[config.mk]
export PLATFORM = sky130hd
export DESIGN_NAME = my_uart_rx16
export DESIGN_NICKNAME = d
export VERILOG_FILES = /design/src/rtl/my_uart_rx16.sv
export SDC_FILE = /design/constraint.sdc
export NUM_CORES = 1
export LEC_CHECK = 0
export CAP_MARGIN = 20
export CORE_MARGIN = 10
export CORE_UTILIZATION = 56
export CTS_CLUSTER_SIZE = 30
export DETAILED_ROUTE_END_ITERATION = 10
export PLACE_DENSITY = 0.77
export RECOVER_POWER = 50
export SLEW_MARGIN = 20
export SYNTH_ARGS = -nofsm -noshare
export SYNTH_HDL_FRONTEND = slang
export SYNTH_SLANG_ARGS = --single-unit
[constraint.sdc]
create_clock -name clk -period 2.06 [get_ports clk]
set_input_delay 0.206 -clock clk [delete_from_list [all_inputs] [get_ports clk]]
set_output_delay 0.206 -clock clk [all_outputs]
set_load 0.05 [all_outputs]
[src/rtl/my_uart_rx16.sv]
// 16x oversampling UART receiver, 8N1 by default; define UART_RX_PARITY_EN for 8E1.
// Bits are decided by a 3-sample majority vote at samples 7, 8 and 9 of each bit.
module my_uart_rx16 #(
  parameter int CLK_FREQ = 50_000_000,
  parameter int BAUD     = 115200
) (
  input  logic       clk,
  input  logic       rst,
  input  logic       rs232_rx,
  output logic [7:0] rx_data,
  output logic       rx_int,
  output logic       rx_done,
  output logic       frame_err,
  output logic       parity_err
);

  localparam int DIV   = CLK_FREQ / (BAUD * 16);
  localparam int PRE_W = (DIV > 1) ? $clog2(DIV) : 1;
  localparam logic [PRE_W-1:0] PRE_MAX = PRE_W'(DIV - 1);

`ifdef UART_RX_PARITY_EN
  typedef enum logic [2:0] {
    S_IDLE   = 3'd0,
    S_START  = 3'd1,
    S_DATA   = 3'd2,
    S_PARITY = 3'd3,
    S_STOP   = 3'd4,
    S_BREAK  = 3'd5
  } state_t;
`else
  typedef enum logic [2:0] {
    S_IDLE   = 3'd0,
    S_START  = 3'd1,
    S_DATA   = 3'd2,
    S_STOP   = 3'd4,
    S_BREAK  = 3'd5
  } state_t;
`endif

  state_t           state_q;
  logic             rx_meta_q;
  logic             rx_sync_q;
  logic [PRE_W-1:0] pre_q;
  logic [PRE_W-1:0] pre_d;
  logic [3:0]       smp_q;
  logic [3:0]       smp_d;
  logic             s7_q;
  logic             s8_q;
  logic [2:0]       idx_q;
  logic [7:0]       shift_q;
  logic [7:0]       rx_data_q;
  logic             rx_int_q;
  logic             rx_done_q;
  logic             frame_err_q;
  logic             tick;
  logic             decide;
  logic             wrap;
  logic             maj;

  // Prescaler/sample-counter next state and the majority decision point.
  always_comb begin
    tick   = (pre_q == PRE_MAX);
    decide = tick && (smp_q == 4'd9);
    wrap   = tick && (smp_q == 4'd15);
    maj    = (s7_q & s8_q) | (s7_q & rx_sync_q) | (s8_q & rx_sync_q);
    if (tick) begin
      pre_d = {PRE_W{1'b0}};
      smp_d = smp_q + 4'd1;
    end else begin
      pre_d = pre_q + PRE_W'(1);
      smp_d = smp_q;
    end
  end

`ifdef UART_RX_PARITY_EN
  logic perr_q;
  logic parity_err_q;
`endif

  // Receive FSM with synchroniser and registered outputs.
  always_ff @(posedge clk) begin
    if (rst) begin
      state_q     <= S_IDLE;
      rx_meta_q   <= 1'b1;
      rx_sync_q   <= 1'b1;
      pre_q       <= {PRE_W{1'b0}};
      smp_q       <= 4'd0;
      s7_q        <= 1'b1;
      s8_q        <= 1'b1;
      idx_q       <= 3'd0;
      shift_q     <= 8'h00;
      rx_data_q   <= 8'h00;
      rx_int_q    <= 1'b0;
      rx_done_q   <= 1'b0;
      frame_err_q <= 1'b0;
`ifdef UART_RX_PARITY_EN
      perr_q       <= 1'b0;
      parity_err_q <= 1'b0;
`endif
    end else begin
      rx_meta_q   <= rs232_rx;
      rx_sync_q   <= rx_meta_q;
      rx_done_q   <= 1'b0;
      frame_err_q <= 1'b0;
`ifdef UART_RX_PARITY_EN
      parity_err_q <= 1'b0;
`endif
      case (state_q)
        S_IDLE: begin
          pre_q <= {PRE_W{1'b0}};
          smp_q <= 4'd0;
          if (!rx_sync_q) begin
            state_q <= S_START;
          end
        end
        S_BREAK: begin
          pre_q <= {PRE_W{1'b0}};
          smp_q <= 4'd0;
          if (rx_sync_q) begin
            state_q <= S_IDLE;
          end
        end
        default: begin
          pre_q <= pre_d;
          smp_q <= smp_d;
          if (tick && (smp_q == 4'd7)) s7_q <= rx_sync_q;
          if (tick && (smp_q == 4'd8)) s8_q <= rx_sync_q;
          case (state_q)
            S_START: begin
              if (decide) begin
                if (maj) state_q <= S_IDLE;
                else     rx_int_q <= 1'b1;
              end else if (wrap) begin
                state_q <= S_DATA;
                idx_q   <= 3'd0;
              end
            end
            S_DATA: begin
              if (decide) begin
                shift_q[idx_q] <= maj;
              end else if (wrap) begin
                if (idx_q == 3'd7) begin
`ifdef UART_RX_PARITY_EN
                  state_q <= S_PARITY;
`else
                  state_q <= S_STOP;
`endif
                end else begin
                  idx_q <= idx_q + 3'd1;
                end
              end
            end
`ifdef UART_RX_PARITY_EN
            S_PARITY: begin
              if (decide) perr_q <= maj ^ (^shift_q);
              else if (wrap) state_q <= S_STOP;
            end
`endif
            // Stop bit is judged at its centre; a low stop bit means a break may follow.
            S_STOP: begin
              if (decide) begin
                rx_data_q   <= shift_q;
                rx_int_q    <= 1'b0;
                rx_done_q   <= 1'b1;
                frame_err_q <= ~maj;
`ifdef UART_RX_PARITY_EN
                parity_err_q <= perr_q;
`endif
                state_q <= maj ? S_IDLE : S_BREAK;
              end
            end
            default: state_q <= S_IDLE;
          endcase
        end
      endcase
    end
  end

  assign rx_data   = rx_data_q;
  assign rx_int    = rx_int_q;
  assign rx_done   = rx_done_q;
  assign frame_err = frame_err_q;
`ifdef UART_RX_PARITY_EN
  assign parity_err = parity_err_q;
`else
  assign parity_err = 1'b0;
`endif

endmodule

## Word-level counts from Yosys, hierarchy flattened

Index checks and enable logic that the tools add are counted.

- Register bits: 38
- Input bits: 3
- Logic and storage cells: 99

- $add $sub $neg: 3
- Order comparisons: 2
- Equal/unequal tests: 26
- Mux-type cells: 26
- Bitwise logic cells: 9
- Reduce and logical (&&, ||, !) cells: 20

Operator list:

| operator | number |
|---|---|
| two-way mux 3 bit | 15 |
| inequality test 2 bit (second input constant) | 10 |
| == test 4 bit (second input constant) | 3 |
| inequality test 4 bit (second input constant) | 3 |
| one-hot mux 3 bit (2 select lines) | 2 |
| inequality test 5 bit (second input constant) | 2 |
| == test 3 bit (second input constant) | 3 |
| one-hot mux 3 bit (3 select lines) | 1 |
| bitwise mux 8 bit | 1 |
| AND reduction 8 bit | 1 |
| OR reduction 4 bit | 2 |
| AND reduction 7 bit | 1 |
| AND reduction 3 bit | 2 |
| adder 5 x 1 -> 5 bit (second input constant) | 1 |
| == test 5 bit (second input constant) | 1 |
| logical AND 1 bit | 5 |
| two-way mux 1 bit | 5 |
| AND reduction 5 bit | 1 |
| OR reduction 5 bit | 1 |
| adder 4 x 1 -> 4 bit (second input constant) | 1 |
| == test 4 x 3 -> 1 bit (second input constant) | 1 |
| less-than comparator 3 x 4 -> 1 bit (second input constant) | 1 |
| inequality test 4 x 2 -> 1 bit (second input constant) | 1 |
| inverter 1 bit | 4 |
| other kinds (13) | 18 |

## Depth between registers and ports, before layout

Gate-level depths: netlist of run 1.

- Depth after elaboration: 7
- Depth in mapped cells: 9
- Gate-level depth less buffers: 7

## Worst setup path before layout of run 1

OpenSTA, ideal clock, no wires.

- Kind: flip-flop to flip-flop
- From: register pre_q[0]
- To: register shift_q[5]
- Setup time: 128 ps
- Arrival time: 1754 ps
- Data required time: 1932 ps
- Setup slack: 178 ps
- Stages on the path, launching flop included: 9
- Buffers on the path: 1
- Cells stage by stage: dfxtp_1 -> inv_1 -> ha_1 -> nand4b_1 -> clkbuf_1 -> or4_4 -> nor3b_2 -> mux2i_1 -> nor2_1

- Cells in the longest elaborated chain, start to end: 3

Ends and longest elaborated chain:

| what | line | RTL |
|---|---|---|
| start, declared | 43 | `logic [PRE_W-1:0] pre_q;` |
| start signal, assigned | 86 | `pre_q <= {PRE_W{1'b0}};` |
| start signal, assigned | 110 | `pre_q <= {PRE_W{1'b0}};` |
| start signal, assigned | 117 | `pre_q <= {PRE_W{1'b0}};` |
| == test 5 bit | 62 | `tick = (pre_q == PRE_MAX);` |
| logical AND 1 bit | 63 | `decide = tick && (smp_q == 4'd9);` |
| AND reduction 3 bit (no line) | - |  |
| end signal, assigned by index | 140 | `shift_q[idx_q] <= maj;` |
| end, declared | 50 | `logic [7:0] shift_q;` |

Every way passes these cells.
A chain may end at the register's enable or synchronous reset.

## Worst setup path in the final report of run 1

- From: register smp_q[0]
- To: register state_q[1]

- Cells in the longest elaborated chain, start to end: 5
- Elaborated cells on any way between the ends: 13
- Those cells by class: 7 x eq/ne; 3 x mux; 3 x reduce/logical

Ends and longest elaborated chain:

| what | line | RTL |
|---|---|---|
| start, declared | 45 | `logic [3:0] smp_q;` |
| start signal, assigned | 125 | `smp_q <= smp_d;` |
| == test 4 bit | 63 |  |
| logical AND 1 bit | 63 |  |
| two-way mux 3 bit | 130 | `if (decide) begin` |
| one-hot mux 3 bit (3 select lines) | 128 | `case (state_q)` |
| one-hot mux 3 bit (2 select lines) | 108 | `case (state_q)` |
| end signal, assigned | 169 | `state_q <= maj ? S_IDLE : S_BREAK;` |
| end, declared | 40 | `state_t state_q;` |

Parallel ways exist; a longest one is shown, timed or not.

==> results of run 1 <==
-- worst paths after layout --
path / to / cells past startpoint / slack [ns] / from
min: rx_meta_q / 2 / 0.41 / rs232_rx
max reg2reg: state_q[1] / 7 / 0.05 / smp_q[0]
min reg2reg: rx_sync_q / 1 / 0.42 / rx_meta_q
max: state_q[1] / 7 / 0.05 / smp_q[0]
-- timing repair --
| action | CTS | global route |
|---|---|---|
| pin swaps | 1 | 6 |
| gates resized for setup | 0 | 10 |
| setup endpoints to repair | 1 | 14 |
| setup buffers | 0 | 5 |
-- area by class of cell --
| cell class | instances | area (µm²) |
|---|---|---|
| inverter | 5 | 18.8 |
| timing repair buffer | 26 | 228 |
| clock inverter | 1 | 7.51 |
| clock buffer | 6 | 41.3 |
| sequential | 38 | 763 |
| tap | 44 | 55.1 |
| multi-input combinational | 153 | 1000 |
| fill | 260 | 965 |
-- where the power goes --
group / switching (µW) / internal, µW / total [µW]
Combinational: 158 / 130 / 289
Clock: 239 / 127 / 367
Sequential: 15.3 / 757 / 772
-- cell usage in the layout (no fill, tap or decap), types with 3 or more instances in the layout --
cell type        count
nor2_1              24
or2_2                4
clkdlybuf4s50_1     13
nor3_1               4
inv_1                4
a21oi_1             16
buf_4               13
o21ai_0              3
nand2_1             28
mux2i_1              9
nand2b_1             7
ha_1                 6
clkbuf_4             5
dfxtp_1             36
nor2b_1              4
xor2_1               5
nand3b_1             3
nand3_1              8
-- metal layers --
metal  global-route usage [%]  part of all wire, %  vias up
li1                         -                    -      747
met5                        0                    0        -
met4                     3.90                  1.4        0
met1                     15.3                   43      708
met3                     4.90                  5.4        6
met2                     21.7                   50       35
-- flip-flops by register name, summed over array words and instances, names as in the netlist --
signal     count
s7_q           1
rx_int         1
rx_done        1
idx_q          3
rx_data        8
state_q        3
frame_err      1
rx_sync_q      1
smp_q          4
rx_meta_q      1
pre_q          5
s8_q           1
shift_q        8
-- per-stage QoR --
step / total power [µW] / setup TNS [ns] / hold WS, ns
2_1_floorplan: 967 / 0 / 0.310
3_3_place_gp: 1010 / 0 / 0.394
3_5_place_dp: 1020 / 0 / 0.392
4_1_cts: 1390 / 0 / 0.393
5_1_grt: 1500 / -0.103 / 0.405
6_report: 1430 / 0 / 0.409
-- kinds of logic (layout without fill, tap and decap cells) --
kind of cell             after synthesis  after routing  synth area share (%)
AND/OR/NAND/NOR                       99             99                  28.5
other                                  1              1                 0.208
adder cells (fa/ha/maj)                8              8                  5.40
multiplexers                          10             10                  5.61
buffers and inverters                 18             38                  4.36
AO/OA/AOI/OAI                         29             29                  10.9
flip-flops                            38             38                  42.1
XOR/XNOR                               6              6                  2.91
==> flow_metrics.py, run 1 <==
metrics = {
    "outcome": {
        "status": "finished clean",
    },
    "setup_path": {
        "slowest_delay_ns": 0.41,
        "end_kind": "flop",
        "cp_slowest_cell": "dfxtp_1",
        "cp.arrival_ns": 2.25,
        "path_cells": "ha_1 > nand3b_1 > or2_2 > o311ai_4 > buf_4 > a21oi_1 > a41o_1",
        "crit_path_max_fanout": 7,
        "critPathKind": "reg2reg",
        "cp_num_buf_inv": 1,
        "cp-start-kind": "flop",
        "path_delay_family": "simple AND/OR/NAND/NOR gates",
        "required_ns": 2.30,
    },
    "synthesis": {
        "ys_ff_latch": 38,
        "async_flop_share_pct": 0,
        "syn_avg_cell_area_um2": 8.64,
        "synth_top_area_cell": "dfxtp_1",
        "synthesis.nets": 219,
        "synthDistinctLibCells": 45,
        "netlist_area_um2": 1810,
        "synth_edf_count": 0,
        "synth_seq_area_share_pct": 42.1,
        "postSynthCellCount": 209,
        "yosysWarnings": 0,
        "synth_most_common_cell": "dfxtp_1",
        "synth_flop_cell": "dfxtp_1",
        "synthTopCellsByCount": "dfxtp_1, nand2_1, nor2_1",
        "yosysTopAreaCellShare_pct": 42.1,
        "synth_area_leaders": "dfxtp_1, nand2_1, mux2i_1",
    },
    "clock_tree": {
        "cts_hold_buf": 0,
        "cts.sinks": 38,
        "htree_levels": 2,
        "root_buffer": "clkbuf_4",
        "worst_skew_pair.late_latency_ns": 0.35,
        "tritoncts": "built",
        "cts_buffers": 5,
        "clock_path_buffers": 2,
        "path_clk_slew_ns": 0.11,
    },
    "place": {
        "placed_cell_area_um2": 1990,
        "dp_cells": 261,
        "dp_hpwl_um": 2710,
        "port_buffers": 13,
        "place_congestion": 0.849,
        "place_ws_ns": 0.0190,
    },
    "hold_path": {
        "hp-class": "in2reg",
    },
    "sta": {
        "min_period_ns": 2.01,
        "worst_pin_slew_ns": 0.514,
        "fin_skew_ns": 0.00720,
        "relSlewSlack_pct": 65.4,
        "setup_ws_ns": 0.0517,
        "setup_viol": 0,
        "finalCritPeriodShare_pct": 97.5,
        "slew_viol_final": 0,
        "rsz0062_at_grt": "true",
        "max_freq_mhz": 498,
        "hold_violations": 0,
    },
    "final_layout": {
        "final_area_um2": 2110,
        "drive_gt1_share_pct": 16.6,
        "final_core_util_pct": 68.7,
        "final_cells": 273,
        "fin_nets": 239,
        "n_antenna_cell": 0,
        "area_growth_syn_to_layout_pct": 17.0,
    },
    "global_route": {
        "grt_usage_pct": 13.1,
        "grt_overflow_total": 0,
        "grt_pass1_wl_um": 6490,
        "grt_max_degree": 23,
        "antenna_found_initial": 0,
        "grt_pass1_vias": 1403,
    },
    "floorplan": {
        "ioPinCount": 15,
        "die_x_um": 76.8,
        "rows": 20,
        "initial_core_util_pct": 58.7,
        "die_y_um": 76.8,
        "coreArea_um2": 3080,
        "dieArea_um2": 5900,
    },
    "power": {
        "ir_worst_vdd_v": 0.000384,
        "power_per_cell_area_nw_per_um2": 676,
        "leakage_uw": 0.000760,
    },
    "drt": {
        "drc": 0,
        "viasPerCell": 5.48,
        "first_pass_iters": 5,
        "via_count": 1496,
        "drt-initial-drc-count": 96,
        "ant_nets": 0,
        "drt_wl_total_um": 3760,
        "avgRoutedWirePerCell_um": 13.8,
    },
    "run": {
        "cap_violations": 0,
    },
}
Power figures use the tool's default switching activity.
==> inputs of run 2 (changes only) <==
--- a/config.mk
+++ b/config.mk
@@ -8,6 +8,7 @@
 export CAP_MARGIN = 20
 export CORE_MARGIN = 10
 export CORE_UTILIZATION = 56
+export CTS_BUF_LIST = sky130_fd_sc_hd__clkbuf_16
 export CTS_CLUSTER_SIZE = 30
 export DETAILED_ROUTE_END_ITERATION = 10
 export PLACE_DENSITY = 0.77
==> flow_metrics.py, run 2 (synthesis results as in run 1) <==
metrics = {
    "floorplan": {
        "dieArea_um2": 5900,
        "initial_core_util_pct": 58.7,
        "die_y_um": 76.8,
        "rows": 20,
        "ioPinCount": 15,
        "die_x_um": 76.8,
        "coreArea_um2": 3080,
    },
    "power": {
        "sw_frac_of_total_pct": 25.5,
        "leakage_uw": 0.000837,
        "comb_power_share_pct": 15.1,
        "ir_worst_vdd_v": 0.000578,
        "power_frac_seq_pct": 44.0,
        "power_per_cell_area_nw_per_um2": 804,
        "p_sw_uw": 448,
        "p_int_uw": 1310,
        "pwr-share-clk_pct": 40.9,
    },
    "setup_path": {
        "cp_slowest_cell": "or2_2",
        "startpoint": "smp_q[1]",
        "slowest_delay_ns": 0.37,
        "path_delay_family": "simple AND/OR/NAND/NOR gates",
        "end_kind": "flop",
        "critPathKind": "reg2reg",
        "required_ns": 2.23,
        "cp.arrival_ns": 2.17,
        "worstSetupPathDepth": 8,
        "cp-start-kind": "flop",
        "rr_startpoint": "smp_q[1]",
        "r2r_slack_ns": 0.06,
        "cp_num_buf_inv": 2,
        "rr_worst_depth": 8,
        "path_cells": "inv_1 > ha_1 > nand3b_1 > or2_2 > o311ai_4 > buf_4 > a21oi_1 > a41o_1",
        "crit_path_max_fanout": 6,
        "r2r_end": "state_q[1]",
    },
    "global_route": {
        "grt_max_degree": 23,
        "met2_usage_pct": 23.1,
        "use_met3_pct": 4.55,
        "grt.busiest_layer": "met2",
        "grt_usage_pct": 13.8,
        "met1_usage_pct": 15.8,
        "grt_pass1_vias": 1434,
        "grt_overflow_total": 0,
        "grt_pass1_wl_um": 6740,
        "antenna_found_initial": 0,
    },
    "drt": {
        "via_count": 1500,
        "drc": 0,
        "viasPerCell": 5.49,
        "drt_wl_total_um": 3930,
        "first_pass_iters": 4,
        "avgRoutedWirePerCell_um": 14.4,
        "ant_nets": 0,
        "drt-initial-drc-count": 91,
    },
    "clock_tree": {
        "tritoncts": "built",
        "htree_levels": 2,
        "worst_skew_pair.late_latency_ns": 0.28,
        "cts.sinks": 38,
        "cts_buffers": 5,
        "clock_path_buffers": 2,
        "path_clk_slew_ns": 0.05,
        "root_buffer": "clkbuf_16",
    },
    "sta": {
        "hold_violations": 0,
        "min_period_ns": 2.00,
        "worst_hold_slack_ns": 0.405,
        "finalCritPeriodShare_pct": 97.0,
        "setup_viol": 0,
        "relSlewSlack_pct": 65.6,
        "fin_skew_ns": 0.00445,
        "slew_viol_final": 0,
        "setup_ws_ns": 0.0628,
        "max_freq_mhz": 501,
        "worst_pin_slew_ns": 0.514,
    },
    "final_layout": {
        "final_cells": 273,
        "final_common_cell": "dfxtp_1",
        "n_antenna_cell": 0,
        "drive_gt1_share_pct": 14.4,
        "final_area_um2": 2180,
        "layout_common_cells": "dfxtp_1, nand2_1, nor2_1",
        "seq_area_um2": 761,
        "fill_cells": 242,
        "multiInputGateArea_um2": 983,
        "fin_nets": 239,
        "area_growth_syn_to_layout_pct": 20.8,
    },
    "outcome": {
        "status": "finished clean",
    },
    "hold_path": {
        "hp-class": "reg2reg",
        "hold_end": "rx_sync_q",
        "hold_path_startpoint": "rx_meta_q",
        "hold_depth": 1,
    },
    "place": {
        "placed_cell_area_um2": 1990,
        "dp_cells": 261,
        "place_ws_ns": 0.0190,
        "place_congestion": 0.849,
        "port_buffers": 13,
        "dp_hpwl_um": 2710,
    },
    "run": {
        "cap_violations": 0,
    },
}
==> run 2: changes by cell type in the layout (fill, tap and decap cells not counted), sizes merged <==
| cell | previous run | this run |
|---|---|---|
| dlygate4sd3 | 0 | 12 |
| clkdlybuf4s50 | 13 | 1 |
| clkbuf | 6 | 5 |
| inv | 5 | 6 |
==> run 2: power by group through the flow <==
stage	clock, µW	sequential (µW)	combinational (µW)
after floorplan	0	790	177
after global placement	0	785	227
after detailed placement	0	788	235
after CTS	727	772	235
after global routing	760	774	293
final	718	772	264
==> run 2: repair_timing <==
action / in CTS / in global routing
pin swaps: 0 / 2
resized for setup: 0 / 3
endpoints found under the setup margin: 1 / 5
hold buffers: 0 / 0
setup buffers: 1 / 4
==> run 2: worst max path at each step <==
| stage | to | slack (ns) |
|---|---|---|
| finish | state_q[1] | 0.06 |
| floorplan | shift_q[5] | 0.18 |
| detailed placement | state_q[0] | 0.02 |
| global placement | state_q[0] | 0.11 |
| global route | state_q[1] | -0.02 |
| CTS | state_q[0] | 0.02 |
==> run 2: per-layer routing <==
metal / part of all wire [%] / up-vias
met2: 52 / 30
met1: 41 / 716
li1: - / 745
met5: 0 / -
met4: 1.9 / 0
met3: 5.2 / 9
==> run 2: worst reg2reg max path: stages (launching register included) <==
cell	delay, ns
dfxtp_1	0.34
inv_1	0.10
ha_1	0.18
nand3b_1	0.18
or2_2	0.37
o311ai_4	0.27
buf_4	0.19
a21oi_1	0.06
a41o_1	0.20
==> run 2: stage by stage <==
| stage | power [µW] | utilization (%) | setup TNS, ns |
|---|---|---|---|
| after floorplan | 967 | - | 0 |
| after CTS | 1730 | 69.4 | 0 |
| after detailed placement | 1020 | 64.7 | 0 |
| after global routing | 1830 | 70.9 | -0.0211 |
| after global placement | 1010 | 64.7 | 0 |
| final | 1750 | 70.9 | 0 |
==> run 2: final cells by class <==
class | instances | area share, %
Inverter | 5 | 0.860
Multi-Input combinational cell | 153 | 45.1
Clock buffer | 5 | 5.73
Tap cell | 44 | 2.52
Sequential cell | 38 | 34.9
Clock inverter | 2 | 0.516
Timing Repair Buffer | 26 | 10.4
